===== src/rtl/wb_arb_pkg.sv =====
// wb_arb_pkg: shared defaults, source indices and the writeback request type for wb_arbiter
package wb_arb_pkg;
  localparam int NUM_REQ_DEF   = 5;
  localparam int BITWIDTH_DEF  = 32;
  localparam int REGADDR_W_DEF = 5;
  typedef enum logic [2:0] {
    SRC_MEM  = 3'd0,
    SRC_DIV  = 3'd1,
    SRC_MULT = 3'd2,
    SRC_INT  = 3'd3,
    SRC_BJ   = 3'd4
  } src_e;
  typedef struct packed {
    logic [BITWIDTH_DEF-1:0]  data;
    logic [REGADDR_W_DEF-1:0] addr;
  } wb_req_t;
endpackage


===== src/rtl/wb_prio_pick.sv =====
// wb_prio_pick: lowest-index-first one-hot picker
// Ports: req (request mask), gnt (one-hot lowest set bit of req, or zero)
module wb_prio_pick #(
  parameter int N = 5
) (
  input  logic [N-1:0] req,
  output logic [N-1:0] gnt
);
  // two's complement isolates the lowest set bit
  assign gnt = req & (~req + N'(1));
endmodule


===== src/rtl/wb_arbiter.sv =====
// wb_arbiter: registered single-port writeback arbiter with optional aging
// Ports: Clk, Rst_n (async active-low), Flush; ReqValid/ReqData/ReqAddr per source,
// ReqReady one-hot combinational grant; WbEn/WbAddr/WbData/WbSrc registered writeback.
// Optional feature: define WB_ARB_AGING_EN to add per-source age counters and an urgent class.
module wb_arbiter
  import wb_arb_pkg::*;
#(
  parameter  int NUM_REQ   = NUM_REQ_DEF,
  parameter  int BITWIDTH  = BITWIDTH_DEF,
  parameter  int REGADDR_W = REGADDR_W_DEF,
  parameter  int AGE_MAX   = 7,
  localparam int SRC_W     = (NUM_REQ > 1) ? $clog2(NUM_REQ) : 1
) (
  input  logic                                Clk,
  input  logic                                Rst_n,
  input  logic                                Flush,
  input  logic [NUM_REQ-1:0]                  ReqValid,
  input  logic [NUM_REQ-1:0][BITWIDTH-1:0]    ReqData,
  input  logic [NUM_REQ-1:0][REGADDR_W-1:0]   ReqAddr,
  output logic [NUM_REQ-1:0]                  ReqReady,
  output logic                                WbEn,
  output logic [REGADDR_W-1:0]                WbAddr,
  output logic [BITWIDTH-1:0]                 WbData,
  output logic [SRC_W-1:0]                    WbSrc
);
  if (AGE_MAX < 1) begin : g_bad_age
    $error("wb_arbiter: AGE_MAX must be at least 1");
  end
  logic [NUM_REQ-1:0]   pick_all;
  logic [BITWIDTH-1:0]  win_data;
  logic [REGADDR_W-1:0] win_addr;
  logic [SRC_W-1:0]     win_idx;
  wb_prio_pick #(.N(NUM_REQ)) u_pick_all (.req(ReqValid), .gnt(pick_all));
`ifdef WB_ARB_AGING_EN
  localparam int AGE_W = $clog2(AGE_MAX + 1);
  logic [NUM_REQ-1:0][AGE_W-1:0] age;
  logic [NUM_REQ-1:0]            urgent;
  logic [NUM_REQ-1:0]            pick_urg;
  always_comb begin
    urgent = '0;
    for (int i = 0; i < NUM_REQ; i++)
      urgent[i] = ReqValid[i] && (age[i] == AGE_W'(AGE_MAX));
  end
  wb_prio_pick #(.N(NUM_REQ)) u_pick_urg (.req(urgent), .gnt(pick_urg));
  assign ReqReady = Flush ? '0 : (|pick_urg ? pick_urg : pick_all);
  // age counts cycles spent waiting; any grant, idle cycle or flush restarts it
  always_ff @(posedge Clk or negedge Rst_n) begin
    if (!Rst_n) age <= '0;
    else
      for (int i = 0; i < NUM_REQ; i++)
        age[i] <= (Flush || !ReqValid[i] || ReqReady[i]) ? '0 :
                  (age[i] == AGE_W'(AGE_MAX)) ? age[i] : age[i] + AGE_W'(1);
  end
`else
  assign ReqReady = Flush ? '0 : pick_all;
`endif
  always_comb begin
    win_data = '0;
    win_addr = '0;
    win_idx  = '0;
    for (int i = 0; i < NUM_REQ; i++)
      if (ReqReady[i]) begin
        win_data = ReqData[i];
        win_addr = ReqAddr[i];
        win_idx  = SRC_W'(i);
      end
  end
  // r0 writes are consumed but never enable the register file
  always_ff @(posedge Clk or negedge Rst_n) begin
    if (!Rst_n) begin
      WbEn   <= 1'b0;
      WbAddr <= '0;
      WbData <= '0;
      WbSrc  <= '0;
    end else begin
      WbEn <= |ReqReady && (win_addr != '0);
      if (|ReqReady) begin
        WbAddr <= win_addr;
        WbData <= win_data;
        WbSrc  <= win_idx;
      end
    end
  end
endmodule


===== config.mk =====
export PLATFORM = sky130hd
export DESIGN_NAME = wb_arbiter
export DESIGN_NICKNAME = d
export VERILOG_FILES = /design/src/rtl/wb_arb_pkg.sv /design/src/rtl/wb_prio_pick.sv /design/src/rtl/wb_arbiter.sv
export SDC_FILE = /design/constraint.sdc
export NUM_CORES = 1
export LEC_CHECK = 0
export CORE_MARGIN = 3
export CORE_UTILIZATION = 36
export DETAILED_ROUTE_END_ITERATION = 10
export HOLD_SLACK_MARGIN = 0.05
export PLACE_DENSITY = 0.87
export SETUP_SLACK_MARGIN = 0.05
export SYNTH_ARGS = -nofsm -noshare
export SYNTH_HDL_FRONTEND = slang
export SYNTH_HIERARCHICAL = 1
export SYNTH_SLANG_ARGS = --single-unit

===== constraint.sdc =====
create_clock -name Clk -period 2.9 [get_ports Clk]
set_clock_uncertainty 0.05 [all_clocks]
set_input_delay 0.58 -clock Clk [delete_from_list [all_inputs] [get_ports Clk]]
set_output_delay 0.58 -clock Clk [all_outputs]
set_load 0.005 [all_outputs]

**Word-level counts from Yosys, hierarchy flattened**

Cells that the tools add are included.

- Register bits after elaboration: 41
- Bits in latches: 0
- RAM bits: 0
- Bits in read-only memories: 0
- Input bits: 193
- Output and inout port bits: 46
- Memories kept: 0

- Add/sub/neg operators: 1
- Multipliers: 0
- Divide/modulo/power cells: 0
- $lt $le $gt $ge: 0
- Eq/ne operators: 0
- Shift operators: 0
- Multiplexer cells: 15
- Bitwise logic cells: 2
- Reduce and logical (&&, ||, !) cells: 3

Operators with widths:

| cell | number |
|---|---|
| $mux 32 | 5 |
| $mux 5 | 6 |
| $mux 3 | 3 |
| $add 5x1->5 const B | 1 |
| $and 5x5->5 | 1 |
| $not 5->5 | 1 |
| $reduce_bool 5->1 | 1 |
| $reduce_or 5->1 | 1 |
| $logic_and 1x1->1 | 1 |
| $mux 1 | 1 |

**Logic depth before layout (Yosys ltp)**

- Depth after elaboration: 11
- Mapped depth: 8
- Gate-level depth less buffers: 7

**By module**

The synthesis kept the hierarchy.

Modules (own cells, without submodules):

| module | times used | cells an instance | area an instance (µm²) | sequential area each (µm²) |
|---|---|---|---|---|
| wb_arbiter | 1 | 370 | 2,896.5 | 1,026.0 |
| wb_prio_pick | 1 | 6 | 55.1 | 0.0 |

**Least setup slack after synthesis**

Ideal clock, no wire load.

- Path type: input-to-output
- Start: input port ReqValid[3]
- End: output port ReqReady[4]
- Arrival time: 1.779 ns
- Slack: 0.491 ns
- Stages on the path: 6
- Buffers on the path: 2
- Cells stage by stage: nand2b_1 > nor4_2 > nand2_1 > inv_1 > clkbuf_1 > buf_4

- Longest elaborated chain between the ends: 4

RTL lines:

| element | line | RTL |
|---|---|---|
| start: declaration | wb_arbiter.sv:17 | `input logic [NUM_REQ-1:0] ReqValid,` |
| $not 5->5 | wb_prio_pick.sv:10 | `assign gnt = req & (~req + N'(1));` |
| $add 5x1->5 | wb_prio_pick.sv:10 |  |
| $and 5x5->5 | wb_prio_pick.sv:10 |  |
| net pick_all[4] | wb_arbiter.sv:29 | `logic [NUM_REQ-1:0] pick_all;` |
| $mux 5 | wb_arbiter.sv:55 | `assign ReqReady = Flush ? '0 : pick_all;` |
| end: declaration | wb_arbiter.sv:20 | `output logic [NUM_REQ-1:0] ReqReady,` |

The timed path passes the listed nets, and every way through them passes these cells.

**Final worst setup path**

- Start: input port ReqValid[2]
- End: output port ReqReady[2]

- Longest elaborated chain between the ends: 4

RTL lines:

| element | line |
|---|---|
| $not 5->5 | wb_prio_pick.sv:10 |
| $add 5x1->5 | wb_prio_pick.sv:10 |
| $and 5x5->5 * | wb_prio_pick.sv:10 |
| net pick_all[2] | wb_arbiter.sv:29 |
| $mux 5 * | wb_arbiter.sv:55 |

Mark *: on every way through the listed nets, which the timed path passes. The rest lies on a longest branch.

==> flow_summary.json <==
{
  "antenna_found_initial": 0,
  "vias": 3957,
  "syn_to_final_growth_pct": 90.0,
  "initial_core_util_pct": 37.6,
  "yosys.area.top_type": "dfrtp_1",
  "grt-ovfl-total": 0,
  "drt_pass1_iterations": 7,
  "slew_violations": 0,
  "hold_violations": 0,
  "p_switching_uw": 563,
  "synth_edf_count": 0,
  "leakage_nw": 2.32,
  "synth.avg_cell_area_um2": 7.85,
  "synthDistinctLibCells": 35,
  "power.density_nw_per_um2": 352,
  "period_share_pct": 96.0,
  "async_reset_ff_share_pct": 100,
  "outcome": "finished clean",
  "antenna_cells": 0,
  "vias_per_cell": 5.57,
  "cts_tree": "built",
  "cts_root_buffer": "clkbuf_8",
  "die_x_um": 96.5,
  "seq_area_frac_synth_pct": 34.8,
  "final_area_um2": 5610,
  "r2r_slack_ns": 2.02,
  "row_count": 32,
  "yosys-top-cells-count": "70 x nand2_1, 43 x a21oi_1, 41 x dfrtp_1, 25 x a221oi_1",
  "syn_nets": 569,
  "placement.io_buffers": 238,
  "slowest_stage": "clkdlybuf4s50_1",
  "hp-class": "in2async",
  "grtUsageTotal_pct": 29.0,
  "yosys_warnings": 6,
  "initialDrtViolationCount": 280,
  "cpMostUsedCell": "clkdlybuf4s50_1",
  "worst_slew_pin_slew_ns": 0.976,
  "max_freq_mhz": 359,
  "cap_violations": 0,
  "nets": 801,
  "ir_drop_uv": 218,
  "cp-start-kind": "primary input",
  "cts_buffers": 5,
  "r2r-start": "WbData[22]",
  "swShare_pct": 28.5,
  "synthCells": 376,
  "crit_arrival_ns": 2.15,
  "finalCoreUtilization_pct": 71.5,
  "wirelength_um": 14300,
  "required_ns": 2.27,
  "place_hpwl_um": 11300,
  "crit_fanout": 4,
  "routabilityCongestion": 0.864,
  "crit_type": "in2out",
  "path_cells": "clkdlybuf4s50_1 -> nor3b_4 -> nor2b_1 -> clkdlybuf4s50_1",
  "drive_gt1_share_pct": 8.21,
  "r2r_cells": 1,
  "endpoint_kind": "output port",
  "drc": 0,
  "grt_pass1_vias": 3829,
  "synthesis.area_um2": 2950,
  "synth_area_leaders": "dfrtp_1 35%, nand2_1 8.9%, a221oi_1 7.4%, a21oi_1 7.3%, a22o_1 5.9%",
  "core-area_um2": 7850,
  "ys_ff_latch": 41,
  "r2r_end": "WbData[22]",
  "wl_per_cell_um": 20.1,
  "clock_power_share_pct": 21.5,
  "max_stage_delay_ns": 0.60,
  "path_clk_slew_ns": 0.08,
  "htreeDepth": 2,
  "clockBufferDepth": 2,
  "io_pins": 239,
  "min_period_ns": 2.78,
  "grt_first_pass_wirelength_um": 20500,
  "fillers": 629,
  "power_frac_comb_pct": 41.7,
  "setup_violations": 0,
  "insertion_delay_ns": 0.29,
  "synth_ff_type": "dfrtp_1",
  "die-area_um2": 9320,
  "grt_max_degree": 42,
  "fin_setup_tns_ns": 0,
  "yosysMostFrequentCell": "nand2_1",
  "p_int_mw": 1.41,
  "postPlaceCellArea_um2": 5490,
  "fp.dieH_um": 96.5,
  "rsz0062_at_grt": "no",
  "antenna_left": 0,
  "slew-limit-headroom_pct": 34.9,
  "clock-sinks": 41,
  "synth_top_area_share_pct": 34.8,
  "p_seq_share_pct": 36.7
}
## power by group through the flow
stage / Clock [mW] / Sequential, mW / Combinational, mW
3_5_place_dp: 0 / 0.733 / 0.819
5_1_grt: 0.458 / 0.734 / 0.884
3_3_place_gp: 0 / 0.726 / 0.802
6_report: 0.424 / 0.725 / 0.823
2_1_floorplan: 0 / 0.736 / 0.240
4_1_cts: 0.430 / 0.723 / 0.823
## per-stage QoR
step                      hold slack (ns)  std cells  setup slack [ns]  power, mW
after CTS                           0.414        711            0.0782       1.98
final                               0.388        711             0.117       1.97
after floorplan                     0.234        376             0.491      0.976
after global placement              0.406        703            0.0625       1.53
after global routing                0.454        711            0.0513       2.08
after detailed placement            0.413        703           0.00988       1.55
## worst max-delay path, delay by kind of cell
kind                   cells  cell delay [ns]
buffers and inverters      2             1.11
and+or+nand+nor            2             0.46
## final cells by class
cell class | count | area (um2) | share of cell area (%)
clock buffer | 7 | 96.3 | 1.72
sequential | 41 | 1030 | 18.3
inverter | 18 | 67.6 | 1.20
tap | 102 | 128 | 2.28
clock inverter | 1 | 5.00 | 0.0892
multi-input combinational | 277 | 1690 | 30.1
timing repair buffer | 265 | 2600 | 46.3
## layout by cell type, fill, tap and decap left out, drive strengths merged, types with 12 or more instances in the layout
cell and instances:
clkdlybuf4s50 234, nand2 70, a21oi 43, dfrtp 41, o21ai 40, buf 28
a221oi 25, a22o 20, inv 18, a22oi 18, nor2 16, o31ai 12
## worst max-delay path by stage
stage,from,cells past startpoint,end
floorplan,ReqValid[3],6,ReqReady[4]
global placement,ReqValid[1],5,ReqReady[4]
detailed placement,ReqValid[0],9,WbData[10]
CTS,ReqValid[0],5,ReqReady[4]
global route,ReqValid[2],4,ReqReady[2]
finish,ReqValid[2],4,ReqReady[2]
## cells by family (layout without fill, tap and decap cells)
family,count (synthesis),after routing,synth area share [%]
compound gates,169,169,38.6
simple gates,108,108,17.0
buf+inv,58,291,9.62
flops,41,41,34.8
## what timing repair did
action                     4_1_cts  5_1_grt
buffers inserted                 0        0
setup endpoints to repair        1        3
pin swaps                        0        1
gates resized for setup          1        4
hold buffers                     0        0
## flip-flops by register name, indices dropped and copies added, names as in the netlist
register,count
WbEn,1
WbSrc,3
WbData,32
WbAddr,5
## metal layers
layer,part of all wire (%),up-vias,routed length [um],global-route usage (%)
met5,0,-,0,0
met4,3.2,0,459,10.7
met3,9.4,40,1340,7.20
met2,50,214,7160,49.3
met1,37,1855,5320,35.5
li1,-,1848,-,-
Note: power is estimated with default switching activity, not from simulation.
